**src/rtl/cache_req_sequencer_if.sv**
```systemverilog
// Request/response and cache-array bus bundle for cache_req_sequencer.
// The master side is the sequencer; the slave side is the request source and array.
interface cache_req_sequencer_if #(
   parameter int ADDR_WIDTH = 16,
   parameter int WORD_WIDTH = 32,
   parameter int BVAL_WIDTH = 4
);
   logic [ADDR_WIDTH-1:0] cache_sys_addr;
   logic [WORD_WIDTH-1:0] cache_sys_wdata;
   logic [BVAL_WIDTH-1:0] cache_sys_bval;
   logic                  cache_sys_rd;
   logic                  cache_sys_wr;
   logic [WORD_WIDTH-1:0] cache_sys_rdata;
   logic                  cache_sys_ack;
   logic                  tx_fifo_ctrl;
   logic                  mem_req;
   logic                  mem_we;
   logic [ADDR_WIDTH-1:0] mem_addr;
   logic [WORD_WIDTH-1:0] mem_wdata;
   logic [BVAL_WIDTH-1:0] mem_bval;
   logic                  mem_gnt;
   logic                  mem_rvalid;
   logic [WORD_WIDTH-1:0] mem_rdata;
   logic                  overflow;
   logic                  proto_err;
   logic                  busy;

   modport master (
      input  cache_sys_addr, cache_sys_wdata, cache_sys_bval, cache_sys_rd, cache_sys_wr,
      input  mem_gnt, mem_rvalid, mem_rdata,
      output cache_sys_rdata, cache_sys_ack, tx_fifo_ctrl,
      output mem_req, mem_we, mem_addr, mem_wdata, mem_bval,
      output overflow, proto_err, busy
   );

   modport slave (
      output cache_sys_addr, cache_sys_wdata, cache_sys_bval, cache_sys_rd, cache_sys_wr,
      output mem_gnt, mem_rvalid, mem_rdata,
      input  cache_sys_rdata, cache_sys_ack, tx_fifo_ctrl,
      input  mem_req, mem_we, mem_addr, mem_wdata, mem_bval,
      input  overflow, proto_err, busy
   );
endinterface

```
**src/rtl/cache_req_sequencer.sv**
```systemverilog
// Queues single-cycle cache requests and issues them in order, one at a time,
// to the cache array over req/gnt/rvalid, returning one ack per request.
module cache_req_sequencer #(
   parameter int ADDR_WIDTH = 16,
   parameter int WORD_WIDTH = 32,
   parameter int BVAL_WIDTH = 4,
   parameter int QDEPTH     = 4
) (
   input logic                    cache_clk,
   input logic                    rst,
   cache_req_sequencer_if.master  bus
);
   localparam int PTR_W = $clog2(QDEPTH);
   localparam int CNT_W = PTR_W + 1;

   typedef enum logic [1:0] {S_IDLE, S_ISSUE, S_WAIT_R, S_RESP} state_t;

   state_t                state_q, state_d;
   logic [PTR_W-1:0]      wr_ptr_q, wr_ptr_d, rd_ptr_q, rd_ptr_d;
   logic [CNT_W-1:0]      count_q, count_d;
   logic                  we_q, we_d;
   logic [ADDR_WIDTH-1:0] addr_q, addr_d;
   logic [WORD_WIDTH-1:0] wdata_q, wdata_d;
   logic [BVAL_WIDTH-1:0] bval_q, bval_d;
   logic [WORD_WIDTH-1:0] rdata_q, rdata_d;
   logic                  overflow_q, overflow_d;
   logic                  proto_err_q, proto_err_d;

   // Queue storage holds no control state, so it is left out of reset.
   logic                  fifo_rd_q    [QDEPTH];
   logic [ADDR_WIDTH-1:0] fifo_addr_q  [QDEPTH];
   logic [WORD_WIDTH-1:0] fifo_wdata_q [QDEPTH];
   logic [BVAL_WIDTH-1:0] fifo_bval_q  [QDEPTH];

   logic push_req, full, push_ok, pop;

   assign push_req = bus.cache_sys_rd ^ bus.cache_sys_wr;
   assign full     = (count_q == CNT_W'(QDEPTH));
   // A full queue still accepts a push when the head leaves in the same cycle.
   assign push_ok  = push_req && (!full || pop);

   always_comb begin
      state_d = state_q;
      we_d    = we_q;
      addr_d  = addr_q;
      wdata_d = wdata_q;
      bval_d  = bval_q;
      rdata_d = rdata_q;
      pop     = 1'b0;
      case (state_q)
         S_IDLE: begin
            if (count_q != '0) begin
               pop     = 1'b1;
               state_d = S_ISSUE;
               we_d    = ~fifo_rd_q[rd_ptr_q];
               addr_d  = fifo_addr_q[rd_ptr_q];
               wdata_d = fifo_wdata_q[rd_ptr_q];
               bval_d  = fifo_bval_q[rd_ptr_q];
            end
         end
         S_ISSUE: begin
            if (bus.mem_gnt) begin
               if (we_q) begin
                  state_d = S_RESP;
                  rdata_d = '0;
               end else begin
                  state_d = S_WAIT_R;
               end
            end
         end
         S_WAIT_R: begin
            if (bus.mem_rvalid) begin
               rdata_d = bus.mem_rdata;
               state_d = S_RESP;
            end
         end
         S_RESP:  state_d = S_IDLE;
         default: state_d = S_IDLE;
      endcase
   end

   always_comb begin
      wr_ptr_d    = push_ok ? wr_ptr_q + PTR_W'(1) : wr_ptr_q;
      rd_ptr_d    = pop ? rd_ptr_q + PTR_W'(1) : rd_ptr_q;
      count_d     = count_q;
      if (push_ok && !pop) count_d = count_q + CNT_W'(1);
      if (!push_ok && pop) count_d = count_q - CNT_W'(1);
      overflow_d  = overflow_q | (push_req & full & ~pop);
      proto_err_d = proto_err_q | (bus.cache_sys_rd & bus.cache_sys_wr);
   end

   always_ff @(posedge cache_clk or negedge rst) begin
      if (!rst) begin
         state_q     <= S_IDLE;
         wr_ptr_q    <= '0;
         rd_ptr_q    <= '0;
         count_q     <= '0;
         we_q        <= 1'b0;
         addr_q      <= '0;
         wdata_q     <= '0;
         bval_q      <= '0;
         rdata_q     <= '0;
         overflow_q  <= 1'b0;
         proto_err_q <= 1'b0;
      end else begin
         state_q     <= state_d;
         wr_ptr_q    <= wr_ptr_d;
         rd_ptr_q    <= rd_ptr_d;
         count_q     <= count_d;
         we_q        <= we_d;
         addr_q      <= addr_d;
         wdata_q     <= wdata_d;
         bval_q      <= bval_d;
         rdata_q     <= rdata_d;
         overflow_q  <= overflow_d;
         proto_err_q <= proto_err_d;
      end
   end

   always_ff @(posedge cache_clk) begin
      if (push_ok) begin
         fifo_rd_q[wr_ptr_q]    <= bus.cache_sys_rd;
         fifo_addr_q[wr_ptr_q]  <= bus.cache_sys_addr;
         fifo_wdata_q[wr_ptr_q] <= bus.cache_sys_wdata;
         fifo_bval_q[wr_ptr_q]  <= bus.cache_sys_bval;
      end
   end

   assign bus.mem_req         = (state_q == S_ISSUE);
   assign bus.mem_we          = we_q;
   assign bus.mem_addr        = addr_q;
   assign bus.mem_wdata       = wdata_q;
   assign bus.mem_bval        = bval_q;
   assign bus.cache_sys_ack   = (state_q == S_RESP);
   assign bus.tx_fifo_ctrl    = (state_q == S_RESP);
   assign bus.cache_sys_rdata = rdata_q;
   assign bus.overflow        = overflow_q;
   assign bus.proto_err       = proto_err_q;
   assign bus.busy            = (count_q != '0) || (state_q != S_IDLE);
endmodule

```
**src/flat_wrapper.sv**
```systemverilog
// flat-port wrapper written by rule: the top's interface ports become plain ports
module cache_req_sequencer_flat 
#(
   parameter int ADDR_WIDTH = 16,
   parameter int WORD_WIDTH = 32,
   parameter int BVAL_WIDTH = 4,
   parameter int QDEPTH     = 4
)
  (cache_clk, rst, bus_cache_sys_addr, bus_cache_sys_wdata, bus_cache_sys_bval, bus_cache_sys_rd, bus_cache_sys_wr, bus_mem_gnt, bus_mem_rvalid, bus_mem_rdata, bus_cache_sys_rdata, bus_cache_sys_ack, bus_tx_fifo_ctrl, bus_mem_req, bus_mem_we, bus_mem_addr, bus_mem_wdata, bus_mem_bval, bus_overflow, bus_proto_err, bus_busy);
  cache_req_sequencer_if #(.ADDR_WIDTH(ADDR_WIDTH), .WORD_WIDTH(WORD_WIDTH), .BVAL_WIDTH(BVAL_WIDTH)) bus_i ();
  input logic cache_clk;
  input logic rst;
  input wire logic [$bits(bus_i.cache_sys_addr)-1:0] bus_cache_sys_addr;
  input wire logic [$bits(bus_i.cache_sys_wdata)-1:0] bus_cache_sys_wdata;
  input wire logic [$bits(bus_i.cache_sys_bval)-1:0] bus_cache_sys_bval;
  input wire logic [$bits(bus_i.cache_sys_rd)-1:0] bus_cache_sys_rd;
  input wire logic [$bits(bus_i.cache_sys_wr)-1:0] bus_cache_sys_wr;
  input wire logic [$bits(bus_i.mem_gnt)-1:0] bus_mem_gnt;
  input wire logic [$bits(bus_i.mem_rvalid)-1:0] bus_mem_rvalid;
  input wire logic [$bits(bus_i.mem_rdata)-1:0] bus_mem_rdata;
  output wire logic [$bits(bus_i.cache_sys_rdata)-1:0] bus_cache_sys_rdata;
  output wire logic [$bits(bus_i.cache_sys_ack)-1:0] bus_cache_sys_ack;
  output wire logic [$bits(bus_i.tx_fifo_ctrl)-1:0] bus_tx_fifo_ctrl;
  output wire logic [$bits(bus_i.mem_req)-1:0] bus_mem_req;
  output wire logic [$bits(bus_i.mem_we)-1:0] bus_mem_we;
  output wire logic [$bits(bus_i.mem_addr)-1:0] bus_mem_addr;
  output wire logic [$bits(bus_i.mem_wdata)-1:0] bus_mem_wdata;
  output wire logic [$bits(bus_i.mem_bval)-1:0] bus_mem_bval;
  output wire logic [$bits(bus_i.overflow)-1:0] bus_overflow;
  output wire logic [$bits(bus_i.proto_err)-1:0] bus_proto_err;
  output wire logic [$bits(bus_i.busy)-1:0] bus_busy;
  assign bus_i.cache_sys_addr = bus_cache_sys_addr;
  assign bus_i.cache_sys_wdata = bus_cache_sys_wdata;
  assign bus_i.cache_sys_bval = bus_cache_sys_bval;
  assign bus_i.cache_sys_rd = bus_cache_sys_rd;
  assign bus_i.cache_sys_wr = bus_cache_sys_wr;
  assign bus_i.mem_gnt = bus_mem_gnt;
  assign bus_i.mem_rvalid = bus_mem_rvalid;
  assign bus_i.mem_rdata = bus_mem_rdata;
  assign bus_cache_sys_rdata = bus_i.cache_sys_rdata;
  assign bus_cache_sys_ack = bus_i.cache_sys_ack;
  assign bus_tx_fifo_ctrl = bus_i.tx_fifo_ctrl;
  assign bus_mem_req = bus_i.mem_req;
  assign bus_mem_we = bus_i.mem_we;
  assign bus_mem_addr = bus_i.mem_addr;
  assign bus_mem_wdata = bus_i.mem_wdata;
  assign bus_mem_bval = bus_i.mem_bval;
  assign bus_overflow = bus_i.overflow;
  assign bus_proto_err = bus_i.proto_err;
  assign bus_busy = bus_i.busy;
  cache_req_sequencer #(.ADDR_WIDTH(ADDR_WIDTH), .WORD_WIDTH(WORD_WIDTH), .BVAL_WIDTH(BVAL_WIDTH), .QDEPTH(QDEPTH)) u_core (.cache_clk(cache_clk), .rst(rst), .bus(bus_i));
endmodule
```
**config.mk**
```make
export PLATFORM = sky130hd
export DESIGN_NAME = cache_req_sequencer_flat
export DESIGN_NICKNAME = d
export VERILOG_FILES = /design/src/rtl/cache_req_sequencer_if.sv /design/src/rtl/cache_req_sequencer.sv /design/src/flat_wrapper.sv
export SDC_FILE = /design/constraint.sdc
export NUM_CORES = 1
export LEC_CHECK = 0
export CAP_MARGIN = 30
export CORE_MARGIN = 8
export CORE_UTILIZATION = 58
export DETAILED_ROUTE_END_ITERATION = 8
export PLACE_DENSITY = 0.85
export SYNTH_ARGS = -nofsm -noshare
export SYNTH_HDL_FRONTEND = slang
export SYNTH_SLANG_ARGS = --single-unit
export TNS_END_PERCENT = 100
```
**constraint.sdc**
```tcl
create_clock -name cache_clk -period 7.9 [get_ports cache_clk]
set_input_delay 1.185 -clock cache_clk [delete_from_list [all_inputs] [get_ports cache_clk]]
set_output_delay 1.185 -clock cache_clk [all_outputs]
set_load 0.05 [all_outputs]
```
* Word-level counts from Yosys, hierarchy flattened
Memory sizes are Yosys's and may differ from the RTL's. A register that Yosys moved wholly into a read port is not among the register bits. Cells that the tools add are included.
Storage, ports and cells: logic and storage cells 66, input port bits 90, ROM bits 0, memories 4, register bits 44, bits in writable memories 212, bits in latches 0, output and inout bits 91
Cells by class: bitwise logic cells 8, div/mod/pow operators 0, reductions and logical operators 19, muxes and demuxes 15, equality and inequality tests 8, multiply operators 0, order comparisons 0, shift operators 0, add/subtract/negate cells 4
Memories:
- u_core.fifo_wdata_q | depth 4, bits a word 32, rd ports 1, clocked after Yosys merged registers in 1, write ports 1, line cache_req_sequencer.sv:32 | logic [WORD_WIDTH-1:0] fifo_wdata_q [QDEPTH];
- u_core.fifo_addr_q | depth 4, bits a word 16, rd ports 1, clocked after Yosys merged registers in 1, write ports 1, line cache_req_sequencer.sv:31 | logic [ADDR_WIDTH-1:0] fifo_addr_q [QDEPTH];
- u_core.fifo_bval_q | depth 4, bits a word 4, rd ports 1, clocked after Yosys merged registers in 1, write ports 1, line cache_req_sequencer.sv:33 | logic [BVAL_WIDTH-1:0] fifo_bval_q [QDEPTH];
- u_core.fifo_rd_q | depth 4, bits a word 1, rd ports 1, clocked after Yosys merged registers in 0, write ports 1, line cache_req_sequencer.sv:30 | logic fifo_rd_q [QDEPTH];
Operators with widths (count):
- 2-to-1 mux 32 bit | 3
- one-hot mux 32 bit (2 select lines) | 1
- one-hot mux 2 bit (4 select lines) | 1
- logical NOT 1 bit | 6
- 2-to-1 mux 2 bit | 3
- 2-to-1 mux 3 bit | 2
- nonzero test 2 bit | 3
- 2-to-1 mux 1 bit | 5
- adder 2 x 1 -> 2 bit, second input constant | 2
- equality test 2 bit, second input constant | 2
- inequality test 2 x 1 -> 1 bit, second input constant | 2
- inequality test 2 bit, second input constant | 2
- AND reduction 4 bit | 1
- adder 3 x 1 -> 3 bit, second input constant | 1
- AND 1 bit | 3
- equality test 3 bit, second input constant | 1
- logical AND 1 bit | 3
- AND reduction 3 bit | 1
- nonzero test 3 bit | 1
- subtractor 3 x 1 -> 3 bit, second input constant | 1
- equality test 2 x 1 -> 1 bit, second input constant | 1
- logical NOT 2 bit | 1
- logical OR 1 bit | 2
- inverter 1 bit | 2
- other kinds (3) | 4

* Longest topological paths before layout
Gate-level depths: netlist of the first run.
word-level depth 8, mapped depth 10, depth with buffers taken out 8

* Least setup slack after synthesis of the first run
Ideal clock, no wire load.
kind input port to flip-flop, from in bus_cache_sys_wr, to mem u_core.fifo_addr_q[0][0], enable pin, setup time 416 ps, cell stages on the path 4, arrival 3356 ps, slack 4128 ps, data required time 7484 ps, path buffers 1, path through ha_1 > clkbuf_1 > nor2b_1 > and2_1
Between the ends: word-level cells in the longest chain between the ends 4
Ends and longest elaborated chain:
- start, declared | line flat_wrapper.sv:17 | input wire logic [$bits(bus_i.cache_sys_wr)-1:0] bus_cache_sys_wr;
- XOR 1 bit | line cache_req_sequencer.sv:37 | assign push_req = bus.cache_sys_rd ^ bus.cache_sys_wr;
- logical AND 1 bit | line cache_req_sequencer.sv:40 | assign push_ok = push_req && (!full || pop);
- 2-to-1 mux 1 bit | line cache_req_sequencer.sv:121 | if (push_ok) begin
- 2-to-1 mux 1 bit (implied by the code) | line cache_req_sequencer.sv:123 | fifo_addr_q[wr_ptr_q] <= bus.cache_sys_addr;
- end, declared | line cache_req_sequencer.sv:31
No other way between the ends.

* Worst setup path in the final report of the first run
from reg u_core.state_q[0], to out bus_busy
Between the ends: word-level cells in the longest chain between the ends 2
Ends and longest elaborated chain:
- start, declared | line cache_req_sequencer.sv:18 | state_t state_q, state_d;
- start signal, assigned | line cache_req_sequencer.sv:106 | state_q <= state_d;
- nonzero test 2 bit | line cache_req_sequencer.sv:139 | assign bus.busy = (count_q != '0) || (state_q != S_IDLE);
- logical OR 1 bit | line cache_req_sequencer.sv:139
- end, declared | line flat_wrapper.sv:31 | output wire logic [$bits(bus_i.busy)-1:0] bus_busy;
No other way between the ends.

==> results of run 1 <==
==> cells by family (layout without fill, tap and decap cells) <==
logic type | Yosys count | after routing | synth area share
compound gates | 15 | 15 | 0.0101
xor+xnor | 5 | 5 | 0.00371
fa+ha+maj | 11 | 11 | 0.0123
buf+inv | 69 | 283 | 0.0287
flops | 308 | 308 | 0.743
mux | 139 | 139 | 0.180
simple gates | 56 | 56 | 0.0219
==> layout make-up <==
class                   instances  area, µm²  area share
multi-input cells             226       2720       0.182
flip-flops and latches        308       8770       0.589
well taps                     270        338      0.0227
repair buffers                190       1930       0.130
clock buffers                  39        825      0.0553
clock inverters                13        164      0.0110
inverters                      41        154      0.0103
==> per-stage QoR <==
step	std cells	util	setup WS, ns	hold slack [ns]	power, mW
after floorplan	603	-	4.13	0.534	4.37
after global placement	1032	0.688	3.93	0.450	5.09
after detailed placement	1034	0.691	3.79	0.452	5.22
after CTS	1086	0.740	4.23	0.467	6.67
after global routing	1087	0.741	4.13	0.491	6.90
final	1087	0.741	4.28	0.463	6.61
==> critical path: stages (launching register included) <==
cell and delay, ns:
sky130_fd_sc_hd__dfrtp_1 0.42, sky130_fd_sc_hd__inv_1 0.14, sky130_fd_sc_hd__ha_1 0.46, sky130_fd_sc_hd__nand2_1 0.14, sky130_fd_sc_hd__clkdlybuf4s50_1 0.75
==> flip-flops by register name, indices dropped and copies added (netlist names), 3 cells and up <==
signal                      flops
u_core.bus.cache_sys_rdata     32
u_core.bus.mem_addr            16
u_core.bus.mem_bval             4
u_core.bus.mem_wdata           32
u_core.count_q                  3
u_core.fifo_addr_q             64
u_core.fifo_bval_q             16
u_core.fifo_rd_q                4
u_core.fifo_wdata_q           128
==> per-layer routing <==
metal,vias to the layer above,global-route usage,part of all wire
met5,-,0,0
met4,0,0.0431,0.016
met3,33,0.0413,0.085
met2,239,0.326,0.49
met1,3066,0.248,0.41
li1,2672,-,-
==> power by group <==
part,internal (mW),switching (mW)
clock,0.858,0.557
combinational,1.11,1.63
sequential,2.24,0.223
==> worst max-delay path by stage <==
stage	to	slack (ns)	depth (start not counted)
6_report	bus_busy	4.28	4
5_1_grt	bus_busy	4.13	4
4_1_cts	bus_busy	4.23	4
3_5_place_dp	u_core.fifo_bval_q[3][2]	3.79	5
3_3_place_gp	u_core.fifo_rd_q[3]	3.93	5
2_1_floorplan	u_core.fifo_addr_q[0][0]	4.13	4
==> layout by cell type, fill, tap and decap left out, types with 2 or more instances in the layout <==
master,n
sky130_fd_sc_hd__or2_2,3
sky130_fd_sc_hd__edfxtp_1,212
sky130_fd_sc_hd__nand3_1,3
sky130_fd_sc_hd__mux2i_1,32
sky130_fd_sc_hd__buf_16,3
sky130_fd_sc_hd__bufinv_16,4
sky130_fd_sc_hd__a21o_1,2
sky130_fd_sc_hd__dfrtp_1,94
sky130_fd_sc_hd__ha_1,10
sky130_fd_sc_hd__mux4_2,51
sky130_fd_sc_hd__o21ai_0,3
sky130_fd_sc_hd__xor2_1,3
sky130_fd_sc_hd__o2111ai_1,2
sky130_fd_sc_hd__a211oi_1,2
sky130_fd_sc_hd__buf_4,8
sky130_fd_sc_hd__nor2b_1,4
sky130_fd_sc_hd__nand2_1,34
sky130_fd_sc_hd__mux2_2,54
sky130_fd_sc_hd__clkbuf_1,5
sky130_fd_sc_hd__clkbuf_16,30
sky130_fd_sc_hd__inv_1,41
sky130_fd_sc_hd__clkdlybuf4s50_1,179
sky130_fd_sc_hd__and2_2,4
sky130_fd_sc_hd__nor2_1,3
sky130_fd_sc_hd__clkinv_2,8
sky130_fd_sc_hd__mux4_1,2
sky130_fd_sc_hd__clkbuf_8,4
sky130_fd_sc_hd__xnor2_1,2
==> impl_metrics.env, run 1 <==
export IMPL_cts_htree_levels=1
export IMPL_ys_warnings_count=0
export IMPL_synth_top_flop_cell="sky130_fd_sc_hd__edfxtp_1"
export IMPL_period_needed_ns=3.62
export IMPL_worst_setup_hold_path_clk_slew_ns=0.06
export IMPL_worst_hold_path_type="reg -> reg"
export IMPL_proportion_of_layout_cells_with_a_drive_suffix_above_1=0.212
export IMPL_n_antenna_cell=0
export IMPL_synth_commonest_cells="sky130_fd_sc_hd__edfxtp_1, sky130_fd_sc_hd__dfrtp_1, sky130_fd_sc_hd__mux2_2, sky130_fd_sc_hd__mux4_2, sky130_fd_sc_hd__inv_1"
export IMPL_cts_tree="done"
export IMPL_detailedPlacementHpwl_um=14800
export IMPL_final_hold_viol_count=0
export IMPL_sink_of_the_worst_hold_path="u_core.bus.overflow"
export IMPL_grt_antenna_before_repair=0
export IMPL_syn_mean_instance_area_um2=19.6
export IMPL_fin_skew_ns=0.0149
export IMPL_power_per_cell_area_nw_per_um2=444
export IMPL_timing_reg2reg_setup_slack_ns=4.91
export IMPL_timing_setup_tns_ns=0
export IMPL_worst_slew_pin_slew_ns=0.827
export IMPL_worst_r2r_cell_count=6
export IMPL_fp_row_count=52
export IMPL_synth_largest_area_cell="sky130_fd_sc_hd__edfxtp_1"
export IMPL_die_width_um=159
export IMPL_clock_fmax_mhz=276
export IMPL_rsz0062_at_grt="no"
export IMPL_num_fill_cells=1114
export IMPL_synth_cell_area_um2=11800
export IMPL_place_congestion=0.843
export IMPL_post_synth_top_count_cell="sky130_fd_sc_hd__edfxtp_1"
export IMPL_netlist_cell_types=37
export IMPL_slew_viol_final=0
export IMPL_die_area_um2=25200
export IMPL_drt_vias_per_instance=5.53
export IMPL_areaGrowthSynthToFinish_pct=26.3
export IMPL_drc=0
export IMPL_critPathLaunch="u_core.state_q[0]"
export IMPL_grt_start_max_net_pins=65
export IMPL_synth_area_leaders="sky130_fd_sc_hd__edfxtp_1, sky130_fd_sc_hd__dfrtp_1, sky130_fd_sc_hd__mux4_2"
export IMPL_placement_cell_area_um2=13900
export IMPL_i_o_pin_count=181
export IMPL_worst_ep_arrival_time_ns=2.44
export IMPL_synth_yosys_seq_area_share=0.743
export IMPL_criticalPathCategory="reg -> out"
export IMPL_worst_case_clock_buffer_depth=3
export IMPL_worst_endpoint_required_ns=6.71
export IMPL_synth_seq_cells=308
export IMPL_dr_total_vias=6010
export IMPL_syn_nets=704
export IMPL_setup_viol_count_final=0
export IMPL_netlist_instances=603
export IMPL_post_cts_repair_setup_buffers=0
export IMPL_initial_core_util=0.587
export IMPL_ir_worst_vdd_mv=0.291
export IMPL_track_usage=0.191
export IMPL_synthDominantCellAreaShare=0.539
export IMPL_leakagePower_nw=5.38
export IMPL_cts_repair_resize_count=0
export IMPL_cts_sinks=308
export IMPL_num_nets_final=897
export IMPL_post_layout_inst_area_um2=14900
export IMPL_start_kind="register"
export IMPL_crit_path_max_fanout=11
export IMPL_ant_nets=0
export IMPL_remaining_global_route_overflow=0
export IMPL_cts_hold_repair_buffers=0
export IMPL_status="complete, no violations"
export IMPL_routed_wire_length_per_instance_um=21.8
export IMPL_worst_skew_pair_late_latency_ns=0.53
export IMPL_synth_async_reset_ratio=0.312
export IMPL_maxCapViolations=0
export IMPL_drtIter0Drc=390
export IMPL_place_port_buffers=180
export IMPL_timing_max_slew_rel_slack=0.448
export IMPL_detailedRoute_firstPassIterationCount=5
export IMPL_clk_root_buffer_cell="sky130_fd_sc_hd__clkbuf_16"
export IMPL_cp_end_kind="primary output"
export IMPL_startpoint_of_the_most_critical_register_to_register_path="u_core.state_q[0]"
export IMPL_final_min_period_over_clock_period=0.458
export IMPL_wirelength_um=23700
export IMPL_grt_pass1_vias=6601
export IMPL_die_h_um=159
export IMPL_end_of_the_worst_register_to_register_path="u_core.fifo_wdata_q[3][9]"
export IMPL_synth_enable_flop_cells=212
export IMPL_cts_made_buffers=29
export IMPL_grt_first_pass_wirelength_um=36800
export IMPL_worst_hold_path_num_cells=1
export IMPL_coreArea_um2=20100
export IMPL_worstHoldStart="u_core.bus.overflow"
Note: power is estimated with default switching activity, not from simulation.
==> run 2: changes to the inputs <==
- CORE_UTILIZATION: 58 -> 54
- PLACE_DENSITY: 0.85 -> 0.8
- clock period: 7.9 -> 3.6 ns (I/O delays scaled with it)
==> run 2 against run 1 <==
- cell count grew 1.5%
- routed wire length decreased by 1.1%
- hold slack worse by 0.40 ns
- setup slack got worse by 3.6 ns
- first-iteration DRC count increased by 14%
- utilization decreased by 4.9 points
- sequential share of layout area down 0.24 points
- largest cell class unchanged
- largest power group unchanged
==> impl_metrics.env, run 2 (synthesis results as in run 1) <==
export IMPL_status="complete, no violations"
export IMPL_wirelength_um=23500
export IMPL_coreArea_um2=21600
export IMPL_worst_endpoint_required_ns=3.06
export IMPL_critical_path_top_delay_family="buffers and inverters"
export IMPL_final_hold_viol_count=0
export IMPL_registers_top_by_ff_count="u_core.fifo_wdata_q"
export IMPL_cts_sinks=308
export IMPL_relative_contribution_of_sequential_cells_to_total_power=0.384
export IMPL_rsz0062_at_grt="no"
export IMPL_share_comb_of_total_power=0.408
export IMPL_cell_internal_pwr_mw=9.12
export IMPL_proportion_of_layout_cells_with_a_drive_suffix_above_1=0.215
export IMPL_post_cts_repair_setup_buffers=0
export IMPL_worst_hold_path_type="in -> async"
export IMPL_clock_fmax_mhz=337
export IMPL_initial_core_util=0.546
export IMPL_ir_worst_vdd_mv=0.622
export IMPL_routed_wire_length_per_instance_um=21.3
export IMPL_cpMaxStageDelayCell="sky130_fd_sc_hd__clkdlybuf4s50_1"
export IMPL_grt_first_pass_wirelength_um=36600
export IMPL_grt_pass1_vias=6613
export IMPL_share_clk_of_total_power=0.208
export IMPL_final_min_period_over_clock_period=0.825
export IMPL_cts_made_buffers=29
export IMPL_cts_repair_resize_count=0
export IMPL_cts_htree_levels=1
export IMPL_n_antenna_cell=0
export IMPL_timing_max_slew_rel_slack=0.451
export IMPL_swShare=0.368
export IMPL_detailedPlacementHpwl_um=15100
export IMPL_slowest_delay_ns=0.76
export IMPL_worst_skew_pair_late_latency_ns=0.53
export IMPL_num_nets_final=902
export IMPL_drt_vias_per_instance=5.46
export IMPL_die_area_um2=26800
export IMPL_clk_root_buffer_cell="sky130_fd_sc_hd__clkbuf_16"
export IMPL_criticalPathCategory="reg -> out"
export IMPL_maxCapViolations=0
export IMPL_slew_viol_final=0
export IMPL_die_width_um=164
export IMPL_remaining_global_route_overflow=0
export IMPL_worst_ep_arrival_time_ns=2.43
export IMPL_grt_antenna_before_repair=1
export IMPL_crit_path_cell_trace="inv_1, ha_1, nand2_1, clkdlybuf4s50_1"
export IMPL_layout_commonest_cell="sky130_fd_sc_hd__edfxtp_1"
export IMPL_start_kind="register"
export IMPL_crit_path_max_fanout=11
export IMPL_power_per_cell_area_nw_per_um2=963
export IMPL_fin_skew_ns=0.0107
export IMPL_place_port_buffers=180
export IMPL_areaGrowthSynthToFinish_pct=26.8
export IMPL_fp_row_count=54
export IMPL_worst_case_clock_buffer_depth=3
export IMPL_cts_hold_repair_buffers=0
export IMPL_leakagePower_nw=5.37
export IMPL_timing_setup_tns_ns=0
export IMPL_detailedRoute_firstPassIterationCount=4
export IMPL_largestRegisters="u_core.fifo_wdata_q x128, u_core.fifo_addr_q x64"
export IMPL_i_o_pin_count=181
export IMPL_setup_viol_count_final=0
export IMPL_final_setup_worst_slack_ns=0.630
export IMPL_track_usage=0.176
export IMPL_period_needed_ns=2.97
export IMPL_critical_path_n_buffers_inverters=2
export IMPL_worst_setup_hold_path_clk_slew_ns=0.06
export IMPL_die_h_um=164
export IMPL_final_cell_mix="sky130_fd_sc_hd__edfxtp_1, sky130_fd_sc_hd__clkdlybuf4s50_1, sky130_fd_sc_hd__dfrtp_1"
export IMPL_cp_end_kind="primary output"
export IMPL_dr_total_vias=6022
export IMPL_drtIter0Drc=444
export IMPL_placement_stage_worst_setup_slack_ns=0.302
export IMPL_drc=0
export IMPL_grt_start_max_net_pins=57
export IMPL_cts_tree="done"
export IMPL_ant_nets=0
export IMPL_worst_slew_pin_slew_ns=0.823
export IMPL_total_switching_power_mw=5.30
export IMPL_largest_register_ff_count=128
export IMPL_place_congestion=0.817
==> run 2: cell count changes in the layout (fill, tap and decap cells not counted), moves of 2 or more <==
cell / before / now
sky130_fd_sc_hd__buf_12: 0 / 6
sky130_fd_sc_hd__clkinv_2: 8 / 3
sky130_fd_sc_hd__clkinvlp_4: 0 / 5
sky130_fd_sc_hd__clkbuf_1: 5 / 8
sky130_fd_sc_hd__buf_16: 3 / 1
sky130_fd_sc_hd__bufinv_16: 4 / 2
sky130_fd_sc_hd__clkbuf_8: 4 / 2
sky130_fd_sc_hd__clkinv_4: 0 / 2
==> run 2: final timing paths <==
check	startpoint	cells after the start	to	slack, ns
setup / recovery	u_core.state_q[0]	4	bus_busy	0.63
hold / removal	rst	1	u_core.rd_ptr_q[1]	0.06
setup reg to reg	u_core.state_q[0]	8	u_core.count_q[2]	0.76
hold reg to reg	u_core.bus.overflow	1	u_core.bus.overflow	0.47
max in group asynchronous	rst	2	u_core.bus.mem_wdata[30]	2.84
min in group cache_clk	u_core.bus.overflow	1	u_core.bus.overflow	0.47
==> run 2: cell type report <==
type	instances	area (µm²)
Multi-Input combinational cell	226	2720
Clock buffer	41	833
Fill cell	1374	6660
Inverter	41	154
Sequential cell	308	8770
Clock inverter	12	130
Timing Repair Buffer	195	2010
Tap cell	280	350
==> run 2: routing by layer <==
layer / routed length [µm] / vias to the layer above / share of wire / global-route usage
met5: 13 / - / 0.00055 / 0
met1: 9680 / 3078 / 0.41 / 0.227
li1: - / 2681 / - / -
met2: 11300 / 218 / 0.48 / 0.296
met3: 2020 / 43 / 0.086 / 0.0454
met4: 397 / 2 / 0.017 / 0.0405
==> run 2: metrics by stage <==
step / total power, mW / hold slack, ns / area, µm² / utilization / instances
2_1_floorplan: 9.58 / 0.244 / 11800 / - / 603
3_3_place_gp: 11.3 / 0.455 / 14000 / 0.646 / 1049
3_5_place_dp: 11.5 / 0.448 / 14000 / 0.648 / 1050
4_1_cts: 14.6 / 0.0701 / 15000 / 0.692 / 1103
5_1_grt: 15.1 / 0.0962 / 15000 / 0.692 / 1103
6_report: 14.4 / 0.0604 / 15000 / 0.692 / 1103
==> run 2: power by group through the flow <==
stage / registers (mW) / logic [mW] / clock network (mW)
3_5_place_dp: 5.62 / 5.92 / 0
6_report: 5.53 / 5.88 / 3.00
5_1_grt: 5.67 / 6.21 / 3.20
3_3_place_gp: 5.52 / 5.75 / 0
4_1_cts: 5.56 / 5.96 / 3.07
2_1_floorplan: 6.99 / 2.59 / 0
